`config.mk`:
```
export PLATFORM = sky130hd
export DESIGN_NAME = framebuffer_scanout
export DESIGN_NICKNAME = d
export VERILOG_FILES = /design/src/rtl/framebuffer_scanout.sv
export SDC_FILE = /design/constraint.sdc
export NUM_CORES = 1
export LEC_CHECK = 0
export CAP_MARGIN = 25
export CORE_ASPECT_RATIO = 2
export CORE_MARGIN = 2
export CORE_UTILIZATION = 55
export DETAILED_ROUTE_END_ITERATION = 16
export PLACE_DENSITY_LB_ADDON = 0.08
export SLEW_MARGIN = 25
export SYNTH_ARGS = -nofsm -noshare
export SYNTH_HDL_FRONTEND = slang
export SYNTH_SLANG_ARGS = --single-unit
```
`constraint.sdc`:
```
create_clock -name clk -period 5.5 [get_ports clk]
set_clock_uncertainty 0.15 [all_clocks]
set_input_delay 0.825 -clock clk [delete_from_list [all_inputs] [get_ports clk]]
set_output_delay 0.825 -clock clk [all_outputs]
set_load 0.01 [all_outputs]
```
`src/rtl/framebuffer_scanout.sv`:
```
// VGA scan-out for a 160x120 3-bit framebuffer: 640x480@60 timing, 4x4 pixel
// replication, synchronous-read framebuffer port and a vblank hint for the drawer.
module framebuffer_scanout #(
   parameter int unsigned H_VISIBLE = 640,
   parameter int unsigned H_FRONT   = 16,
   parameter int unsigned H_SYNC    = 96,
   parameter int unsigned H_BACK    = 48,
   parameter int unsigned V_VISIBLE = 480,
   parameter int unsigned V_FRONT   = 10,
   parameter int unsigned V_SYNC    = 2,
   parameter int unsigned V_BACK    = 33,
   parameter int unsigned MEM_LAT   = 1
) (
   input  logic        clk,
   input  logic        resetn,
   output logic [14:0] mem_addr,
   input  logic [2:0]  mem_data,
   input  logic        force_black,
   output logic [7:0]  vga_r,
   output logic [7:0]  vga_g,
   output logic [7:0]  vga_b,
   output logic        vga_hs,
   output logic        vga_vs,
   output logic        vga_blank_n,
   output logic        vga_sync_n,
   output logic        vblank,
   output logic        frame_start
);

   localparam int unsigned H_TOTAL = H_VISIBLE + H_FRONT + H_SYNC + H_BACK;
   localparam int unsigned V_TOTAL = V_VISIBLE + V_FRONT + V_SYNC + V_BACK;
   localparam int unsigned HW      = $clog2(H_TOTAL);
   localparam int unsigned VW      = $clog2(V_TOTAL);
   localparam int unsigned CW      = 4 * (MEM_LAT + 1);

   logic [HW-1:0] h;
   logic [VW-1:0] v;
   logic          hsRaw;
   logic          vsRaw;
   logic          active;
   logic [14:0]   fx;
   logic [14:0]   fy;
   logic [14:0]   nextAddr;
   logic [3:0]    ctrlNow;
   logic [CW-1:0] ctrlSr;
   logic [3:0]    ctrlTail;
   logic          pixOn;

   assign vga_sync_n = 1'b0;

   always_ff @(posedge clk or negedge resetn) begin
      if (!resetn) begin
         h <= '0;
         v <= '0;
      end else if (h == HW'(H_TOTAL - 1)) begin
         h <= '0;
         v <= (v == VW'(V_TOTAL - 1)) ? '0 : v + 1'b1;
      end else begin
         h <= h + 1'b1;
      end
   end

   // fy*160 built from two shifts so no multiplier is inferred
   always_comb begin
      hsRaw    = !((h >= HW'(H_VISIBLE + H_FRONT)) && (h < HW'(H_VISIBLE + H_FRONT + H_SYNC)));
      vsRaw    = !((v >= VW'(V_VISIBLE + V_FRONT)) && (v < VW'(V_VISIBLE + V_FRONT + V_SYNC)));
      active   = (h < HW'(H_VISIBLE)) && (v < VW'(V_VISIBLE));
      fx       = 15'(h >> 2);
      fy       = 15'(v >> 2);
      nextAddr = (fy << 7) + (fy << 5) + fx;
      ctrlNow  = {hsRaw, vsRaw, active, force_black};
   end

   assign ctrlTail = ctrlSr[CW-1 -: 4];
   assign pixOn    = ctrlTail[1] && !ctrlTail[0];

   always_ff @(posedge clk or negedge resetn) begin
      if (!resetn) begin
         mem_addr    <= '0;
         ctrlSr      <= '0;
         vblank      <= 1'b0;
         frame_start <= 1'b0;
      end else begin
         if (active) begin
            mem_addr <= nextAddr;
         end
         ctrlSr      <= {ctrlSr[CW-5:0], ctrlNow};
         vblank      <= (v >= VW'(V_VISIBLE));
         frame_start <= (h == '0) && (v == VW'(V_VISIBLE));
      end
   end

   // control bits travel 1+MEM_LAT stages so they meet the matching mem_data here
   always_ff @(posedge clk or negedge resetn) begin
      if (!resetn) begin
         vga_r       <= '0;
         vga_g       <= '0;
         vga_b       <= '0;
         vga_hs      <= 1'b1;
         vga_vs      <= 1'b1;
         vga_blank_n <= 1'b0;
      end else begin
         vga_r       <= {8{pixOn && mem_data[2]}};
         vga_g       <= {8{pixOn && mem_data[1]}};
         vga_b       <= {8{pixOn && mem_data[0]}};
         vga_hs      <= ctrlTail[3];
         vga_vs      <= ctrlTail[2];
         vga_blank_n <= ctrlTail[1];
      end
   end

endmodule

```
* Word level (Yosys, flattened, before mapping) *
Cells that the tools add are included.

operators by class
  $add $sub $neg = 4
  equality and inequality tests = 3
  multiplexer cells = 2
  magnitude comparators = 7
  reduce and logical (&&, ||, !) cells = 12

operators with widths
  operator                                                                               number
  10-bit by 1-bit adder with 10-bit output (second input constant)                       2
  10-bit == test (second input constant)                                                 2
  10-bit by 9-bit greater-or-equal comparator with 1-bit output (second input constant)  2
  10-bit < comparator (second input constant)                                            2
  10-bit by 9-bit < comparator with 1-bit output (second input constant)                 2
  10-bit 2-to-1 mux                                                                      2
  15-bit by 13-bit adder with 15-bit output                                              1
  15-bit by 8-bit adder with 15-bit output                                               1
  10-bit by 9-bit == test with 1-bit output (second input constant)                      1
  10-bit greater-or-equal comparator (second input constant)                             1
  10-bit logical NOT                                                                     1
  1-bit logical AND                                                                      8
  1-bit logical NOT                                                                      3

storage, ports and cells
  output and inout bits = 45
  input port bits = 6
  bits in registers = 51
  logic and storage cells = 40

* Longest topological paths before layout *
Gate-level depths: netlist of the first run.

  depth after elaboration = 3
  depth in mapped cells = 9
  mapped depth without buffers = 8

* Worst setup path before layout of the first run *
Ideal clock, no wire load.

  path kind = register -> register
  start point = reg v[4]
  end point = reg mem_addr[13]
  path slack = 2994 ps
  clock period less this slack = 2506 ps
  data required time = 5281 ps
  path buffers = 1
  arrival = 2287 ps
  library setup time = 69 ps
  cell stages (with the launch flop) = 10
  cell sequence = dfrtp_1 clkbuf_1 inv_1 fa_1 inv_1 ha_1 a211oi_1 o211ai_1 a211o_1 nand3_1

on the way
  longest elaborated chain between the ends = 2
  elaborated cells between the ends (all ways) = 4
  those cells by class = add/sub (2); order compare (1); reduce/logical (1)

RTL lines
  what                                                                                                                line    RTL
  start, declared                                                                                                     37      logic [VW-1:0] v;
  start signal, assigned                                                                                              57      v <= (v == VW'(V_TOTAL - 1)) ? '0 : v + 1'b1;
  15-bit by 13-bit adder with 15-bit output / 10-bit by 9-bit < comparator with 1-bit output (equally long branches)  70, 67
  15-bit by 8-bit adder with 15-bit output / 1-bit logical AND (equally long branches)                                70, 67
  end signal, assigned                                                                                                85      mem_addr <= nextAddr;
  end, declared                                                                                                       16      output logic [14:0] mem_addr,

Parallel ways exist; a longest one is shown, timed or not.
A chain may end at the register's enable or synchronous reset.

* Worst setup path after layout of the first run *
Same ends and word-level chain as after synthesis.

==> metrics.txt, run 1 <==
die area 5550 sq um; relative max-transition margin 58.4%; FP Rows 36; Peak VDD IR ~0.24 mV; pin count of the biggest net entering global routing 52; ys flop type dfrtp_1; CTS tree built; Routed WL between 5000 and 6000 um; CP Max Fanout 10; Diodes inserted 0; Synth cell types 44; Mean Syn Cell Area 9.95 sq um; NumNets Final 330; Tcrit/Tclk final 48.5%; cts repair resizes 0; CP required about 5600 ps; Hold Violations, Final 0; Pwr Total roughly 620 uW; I/O pin cnt 51; Post-synth EDFFs 0; min Tclk post-route 2670 ps; CTS Buf Count 5; vias per inst roughly 5.5; Worst-Margin Slew 623 ps; Pre-antenna DRT Iters 4; Die Y-Extent 103 um; Hold Crit Class reg -> reg; Adder-Cell Fraction of Synth Area 10.7%; initial drt markers 41; max_cap viols 0; initial antenna violation count 0; Routed Antenna Nets 0; maximum clock insertion buffer count 2; DR vias 1985; CTS Hold Bufs 0; RSZ-0062 raised after global routing false; #FFs+latches synth approximately 50; CP Launch Type flip-flop; area of the mapped netlist 2720 sq um; f_max between 300 and 400 MHz; cell count after synthesis 273; critical path class reg -> reg; total clock sinks 51; Critical Path Sink Type flip-flop; share of cells above drive strength 1 6.27%; IO Port Bufs 49; Synth Area in Simple Gates 18.0%; crit path DAT 2770 ps; Layout area overhead 16.8%; mux share of post-synthesis cell area 0%; XOR/XNOR Fraction of Synth Area 3.22%; Post-synth ARST share 100%; GRT Overall Usage between 20% and 30%; PwrDens 197 nW/um^2; total gr overflow 0; status finished, final reports clean; post-DP HPWL between 3000 and 4000 um; Synthesized Nets 301; mean routed wirelength per cell roughly 14 um; GP Congestion 0.893; vias in the first global route ~1900; combinational family with the most area after synthesis simple AND/OR/NAND/NOR gates; filler instances 408; clock transition at the registers of the reported paths around 90 ps; static leakage ~1.5 nW; Residual DRC 0; register area share after synthesis around 47%; TNS Setup 0 ps; first-pass GRT wire length 8660 um; Root Driver clkbuf_8; Final setup violation count 0; postcts setup bufs 0; Die W 53.7 um; Compound-Gate Fraction of Synth Area 11.2%; Syn. warnings 0; Clk Latency, worst-skew pair 310 ps; Max H-tree Level 2; Max Slew Vio Count 0; Initial Utilization 56.4%; Core Footprint a little under 5000 sq um
per-layer routing:
metal / vias to the layer above / track usage [%] / share of wire [%]
met2: 49 / 37.5 / 55
met4: 0 / 11.4 / 2.3
met5: - / 0 / 0
met3: 8 / 4.60 / 3.5
met1: 954 / 24.0 / 39
li1: 974 / - / -
report_power, final:
| part | switching (mW) | internal, mW |
|---|---|---|
| Combinational | 0.0156 | 0.0185 |
| Clock | 0.122 | 0.0890 |
| Sequential | 0.00218 | 0.377 |
sequential cells by signal, summed over array words and instances (netlist names):
signal       flops
mem_addr        15
h               10
v               10
ctrlSr           8
frame_start      1
vblank           1
vga_b            1
vga_blank_n      1
vga_g            1
vga_hs           1
vga_r            1
vga_vs           1
worst paths after layout:
kind	from	end	slack, ps	depth (start not counted)
worst max register to register	v[4]	mem_addr[13]	2830	8
worst min register to register	ctrlSr[1]	ctrlSr[5]	200	0
worst min-delay path	ctrlSr[1]	ctrlSr[5]	200	0
max in group asynchronous	resetn	v[1]	4330	2
worst max-delay path	v[4]	mem_addr[13]	2830	8
min in group asynchronous	resetn	v[5]	450	2
cell usage after synthesis (5+ instances only):
| cell | n | area share (%) |
|---|---|---|
| o21ai_0 | 14 | 2.6 |
| nand2_1 | 36 | 5.0 |
| nand3_1 | 12 | 2.2 |
| o211ai_1 | 6 | 1.7 |
| nand4_1 | 6 | 1.4 |
| nor2_1 | 14 | 1.9 |
| and2_1 | 5 | 1.2 |
| ha_1 | 20 | 9.2 |
| dfrtp_1 | 49 | 45 |
| inv_1 | 16 | 2.2 |
| xor2_1 | 7 | 2.3 |
| buf_4 | 22 | 6.1 |
worst max-delay path, cell delays in order (launching register included):
cell	delay (ps)
dfrtp_1	510
inv_1	90
fa_1	550
inv_1	60
ha_1	310
a211oi_1	390
o211ai_1	190
a211o_1	280
nand3_1	80
cell type report:
class	instances	area (sq um)	area share (%)
repair buffers	51	500	15.8
well taps	57	71.3	2.25
multi-input cells	177	1180	37.1
clock buffers	6	72.6	2.29
clock inverters	2	12.5	0.394
flip-flops and latches	51	1280	40.3
inverters	16	60.1	1.89
stage by stage:
step	cells	utilization, %	hold WS [ps]	instance area, sq um	setup slack [ps]
floorplan	273	-	181	2720	2990
global placement	352	64.1	182	3090	2920
detailed placement	352	64.1	186	3090	2840
CTS	360	65.8	206	3170	2810
global route	360	65.8	218	3170	2700
finish	360	65.8	203	3170	2830
logic make-up after synthesis:
kind of cell / Yosys count
AND/OR/NAND/NOR: 98
flip-flops: 51
AO/OA/AOI/OAI: 46
buffers and inverters: 45
adder cells (fa/ha/maj): 22
XOR/XNOR: 10
other: 1
placed cells by master, fill, tap and decap left out, drive strengths merged, types with 3 or more instances in the layout:
cell / synthesis / routed
buf: 25 / 3
or3: 4 / 4
clkdlybuf4s50: 0 / 48
o21a: 4 / 4
inv: 16 / 16
o211ai: 6 / 6
a21oi: 4 / 4
dfrtp: 49 / 49
nand3: 12 / 12
nor3: 5 / 5
and2: 5 / 5
nand4: 6 / 6
o21ai: 14 / 14
nand2: 36 / 36
xor2: 7 / 7
a211oi: 4 / 4
or2: 4 / 4
nor4: 3 / 3
ha: 20 / 20
and3: 3 / 3
clkbuf: 4 / 6
nor2: 14 / 14
xnor2: 3 / 3
Note: power is estimated with default switching activity, not from simulation.
==> run 2, diff against run 1 <==
Settings changed: CORE_UTILIZATION 55 to 47.
Clock period 5.5 ns to 2.2 ns, I/O delays scaled along.
==> metrics.txt, run 2 (synthesis results as in run 1) <==
status complete, but fails checks; violated checks setup timing; commonest non-fill, non-tap cell in the layout dfrtp_1; CTS Buf Count 5 (unchanged); Hold Violations, Final 0 (unchanged); worst setup margin -62.6 ps (-2890 ps); utilization after layout 63.1% (-2.8 points); worst path bufs/invs 2 (unchanged); Initial Utilization 48.0% (-8.4 points); Hold Crit Class reg -> reg; GRT busiest layer met2; met3 Usage GRT 4.07% (-0.53 points); f_max 442 MHz (+18%); Layout area overhead 31.4%; initial antenna violation count 0 (unchanged); DR vias 2140 (+7.8%); CP Max Fanout 3 (-7); commonest cells after routing, fill and taps aside dfrtp_1, clkdlybuf4s50_1, nand2_1; routing usage on met2 34.9% (-2.6 points); Core Footprint 5660 sq um (+17%); total clock sinks 51 (unchanged); Max H-tree Level 2 (unchanged); die area 6440 sq um (+16%); RSZ-0062 raised after global routing true; Die Y-Extent 112 um (+7.9%); first-pass GRT wire length 9450 um (+9.2%); total gr overflow 0 (unchanged); Diodes inserted 0 (unchanged); Residual DRC 0 (unchanged); static leakage 1.69 nW (+15%); NumNets Final 364 (+10%); max_cap viols 0 (unchanged); Die W 57.8 um (+7.6%); vias in the first global route 2198 (+15%); vias per inst 5.38 (-2.5%); Routed WL 5540 um (+7.3%); mean routed wirelength per cell 13.9 um (-2.9%); Final setup violation count 4 (+4); Clk Latency, worst-skew pair 290 ps (-20 ps); Root Driver clkbuf_16; CP delay by family, top adder cells; Max stage delay on crit path 580 ps (+30 ps); GRT Overall Usage 18.7% (-3.0 points); pin count of the biggest net entering global routing 52 (unchanged); initial drt markers 34 (-17%); IO Port Bufs 49 (unchanged); Min Hold Slack 203 ps (+0.0650 ps); FP Rows 39 (+8.3%); post-DP HPWL 4140 um (+9.3%); met1 capacity usage during global routing 18.9% (-5.1 points); Tcrit/Tclk final 103% (+54 points); Most flops, register mem_addr; crit path DAT 2340 ps (-430 ps); CTS tree built; non-filler cells, final 398 (+11%); min Tclk post-route 2260 ps (-407 ps); placed insts 385 (+9.4%); Routed Antenna Nets 0 (unchanged); Pre-antenna DRT Iters 4 (unchanged); I/O pin cnt 51 (unchanged); TNS Setup -118 ps (-118 ps); Largest regs mem_addr: 15 flops, h: 10 flops, v: 10 flops; clock transition at the registers of the reported paths 70 ps (-20 ps); CP Launch Type flip-flop; PwrDens 513 nW/um^2 (+160%); Max Slew Vio Count 0 (unchanged); maximum clock insertion buffer count 2 (unchanged); critical path class reg -> reg; master of the slowest instance on the critical path fa_1; share of cells above drive strength 1 19.3% (+13 points); Peak VDD IR 0.564 mV (+130%); CP required 2280 ps (-3320 ps); max reg flops 15 (unchanged); crit path cell chain inv_2, fa_1, inv_2, ha_4, a211oi_4, o21a_1, or4_1, nand3_2; Crit path top cell by count inv_2; GP Congestion 0.816 (-8.7%); Critical Path Sink Type flip-flop
==> run 2: power by group <==
| part | total (mW) | internal, mW | switching (mW) | leakage [nW] |
|---|---|---|---|---|
| logic | 0.0897 | 0.0499 | 0.0398 | 0.979 |
| clock network | 0.795 | 0.455 | 0.340 | 0.0772 |
| registers | 0.947 | 0.942 | 0.00534 | 0.636 |
==> run 2: final cells by class <==
| class | count | area [sq um] |
|---|---|---|
| fillers | 508 | 2090 |
| flip-flops and latches | 51 | 1280 |
| multi-input cells | 177 | 1230 |
| repair buffers | 85 | 771 |
| clock buffers | 6 | 139 |
| well taps | 61 | 76.3 |
| inverters | 16 | 60.1 |
| clock inverters | 2 | 13.8 |
==> run 2: timing repair <==
action | CTS | global route
hold buffers | 1 | 0
pin swaps | 2 | 7
setup buffers | 1 | 3
gates resized for setup | 3 | 6
endpoints found under the hold margin | 49 | 0
endpoints found under the setup margin | 4 | 8
==> run 2: path summary, 6_finish.rpt <==
| check | start | to | slack, ps | cells after the start |
|---|---|---|---|---|
| setup / recovery | v[4] | mem_addr[11] | -60 | 8 |
| hold / removal | ctrlSr[7] | vga_hs | 200 | 0 |
| setup reg to reg | v[4] | mem_addr[11] | -60 | 8 |
| hold reg to reg | ctrlSr[7] | vga_hs | 200 | 0 |
| max in group asynchronous | resetn | vga_hs | 1210 | 3 |
| min in group asynchronous | resetn | v[9] | 390 | 3 |
==> run 2: routing by layer <==
layer  vias up  part of all wire [%]
met5         -                     0
met4         0                   2.4
met3        13                   4.0
met2        56                    58
met1      1023                    36
li1       1048                     -
==> run 2: metrics by stage <==
stage	area, sq um	worst slack (ps)	power [mW]
after global placement	3360	-26.8	1.06
after CTS	3540	-51.2	1.85
after global routing	3570	-165	1.90
after detailed placement	3360	-62.6	1.06
final	3570	-62.6	1.83
after floorplan	2760	-79.8	1.01
==> run 3, diff against run 2 <==
Settings changed: CORE_UTILIZATION 47 to 55, CTS_CLUSTER_SIZE from default to 24.
Clock period 2.2 ns to 2.68 ns, I/O delays scaled along.
==> metrics.txt, run 3 (synthesis results as in run 1) <==
filler instances 390 (-23%); Layout area overhead 18.4%; share of cells above drive strength 1 8.44% (-11 points); PwrDens 398 nW/um^2 (-22%); Sequential Power Share 60.6% (+8.9 points); postcts setup bufs 0 (-1); initial antenna violation count 0 (unchanged); f_max 394 MHz (-11%); crit path cell chain inv_1, fa_1, inv_1, ha_1, a211oi_2, o211ai_1, a211o_1, nand3_1; Worst-Margin Slew 607 ps; clock transition at the registers of the reported paths 90 ps (+20 ps); GRT Overall Usage 21.0% (+2.3 points); commonest non-fill, non-tap cell in the layout dfrtp_1; Peak VDD IR 0.404 mV (-28%); combinational power share 5.5% (+0.6 points); CTS tree built; Die W 53.7 um (-7.0%); vias in the first global route 1943 (-12%); Pwr Total 1.28 mW (-30%); pin count of the biggest net entering global routing 52 (unchanged); Routed WL 5000 um (-9.6%); RSZ-0062 raised after global routing false; IO Port Bufs 49 (unchanged); Die Y-Extent 103 um (-7.3%); TNS Setup 0 ps (+118 ps); relative max-transition margin a little under 60%; CP required 2770 ps (+490 ps); NumNets Final 335 (-8.0%); Clk pwr share 33.9% (-9.5 points); Largest regs mem_addr: 15 flops, h: 10 flops, v: 10 flops; GP Congestion 0.806 (-1.2%); Root Driver clkbuf_8; Max stage delay on crit path 600 ps (+20 ps); die area 5550 sq um (-14%); max reg flops 15 (unchanged); commonest cells after routing, fill and taps aside dfrtp_1, clkdlybuf4s50_1, nand2_1; min Tclk post-route 2540 ps (+273 ps); Multi-input gate area 1180 sq um (-4.1%); total clock sinks 51 (unchanged); Final setup violation count 0 (-4); DR vias 2009 (-6.1%); CP delay by family, top adder cells; master of the slowest instance on the critical path fa_1; CP Launch Type flip-flop; CTS Buf Count 5 (unchanged); switching part of the total 22.4% (+1.4 points); Pint 995 uW (-31%); Most flops, register mem_addr; static leakage 1.51 nW (-11%); Core Footprint 4820 sq um (-15%); Routed Antenna Nets 0 (unchanged); Clk Latency, worst-skew pair 300 ps (about the same); vias per inst 5.50 (+2.4%); first-pass GRT wire length 8630 um (-8.7%); Hold Crit Class in -> async; Critical Path Sink Type flip-flop; status finished, final reports clean; Hold Violations, Final 0 (unchanged); I/O pin cnt 51 (unchanged); CTS Hold Bufs 0 (-1); Tcrit/Tclk final 94.6% (-8.2 points); Residual DRC 0 (unchanged); post-DP HPWL 3800 um (-8.2%); Net Sw Power 287 uW (-26%); worst path bufs/invs 2 (unchanged); sequential cell area 1280 sq um (unchanged); total gr overflow 0 (unchanged); Initial Utilization 56.4% (+8.4 points); cts repair resizes 0 (-3); CP Max Fanout 5 (+2); crit path DAT 2620 ps (+280 ps); critical path class reg -> reg; max_cap viols 0 (unchanged); Max H-tree Level 2 (unchanged); mean routed wirelength per cell 13.7 um (-1.5%); maximum clock insertion buffer count 2 (unchanged); Pre-antenna DRT Iters 4 (unchanged); initial drt markers 15 (-56%); Max Slew Vio Count 0 (unchanged); FP Rows 36 (-7.7%); Crit path top cell by count inv_1; Diodes inserted 0 (unchanged)
-- run 3: layout make-up --
cell class | instances | share of cell area (%)
clock buffers | 5 | 2.14
clock inverters | 3 | 0.583
inverters | 16 | 1.87
multi-input cells | 177 | 36.7
flip-flops and latches | 51 | 39.7
well taps | 57 | 2.22
repair buffers | 56 | 16.7
-- run 3: power groups by stage --
stage | sequential (mW) | clock, mW | combinational, mW
after floorplan | 0.793 | 0 | 0.0351
after global placement | 0.792 | 0 | 0.0714
after detailed placement | 0.793 | 0 | 0.0719
after CTS | 0.777 | 0.447 | 0.0720
after global routing | 0.779 | 0.479 | 0.0786
final | 0.777 | 0.435 | 0.0698
-- run 3: through the flow --
step | worst slack, ps | hold WS, ps | cell area (sq um) | instances | utilization (%)
finish | 144 | 42.9 | 3220 | 365 | 66.8
global route | 4.12 | 99.7 | 3220 | 365 | 66.8
CTS | 9.97 | 64.2 | 3210 | 365 | 66.7
detailed placement | 66.1 | 198 | 3130 | 357 | 64.8
global placement | 137 | 183 | 3130 | 357 | 64.8
floorplan | 174 | -43.6 | 2720 | 273 | -
-- run 3: layer usage --
metal  GRT usage (%)  up-vias  wire, um
li1                -      993         -
met1            23.9      967      1900
met2            38.8       43      2880
met3            2.59        6       153
met4            6.90        0        78
met5               0        -         0
-- run 3: final timing paths --
path | slack [ps] | endpoint | cells past startpoint | start
hold / removal | 40 | v[1] | 2 | resetn
min in group clk | 210 | ctrlSr[5] | 0 | ctrlSr[1]
setup / recovery | 140 | mem_addr[13] | 8 | h[9]
max in group asynchronous | 1930 | mem_addr[2] | 2 | resetn
hold reg to reg | 210 | ctrlSr[5] | 0 | ctrlSr[1]
setup reg to reg | 140 | mem_addr[13] | 8 | h[9]
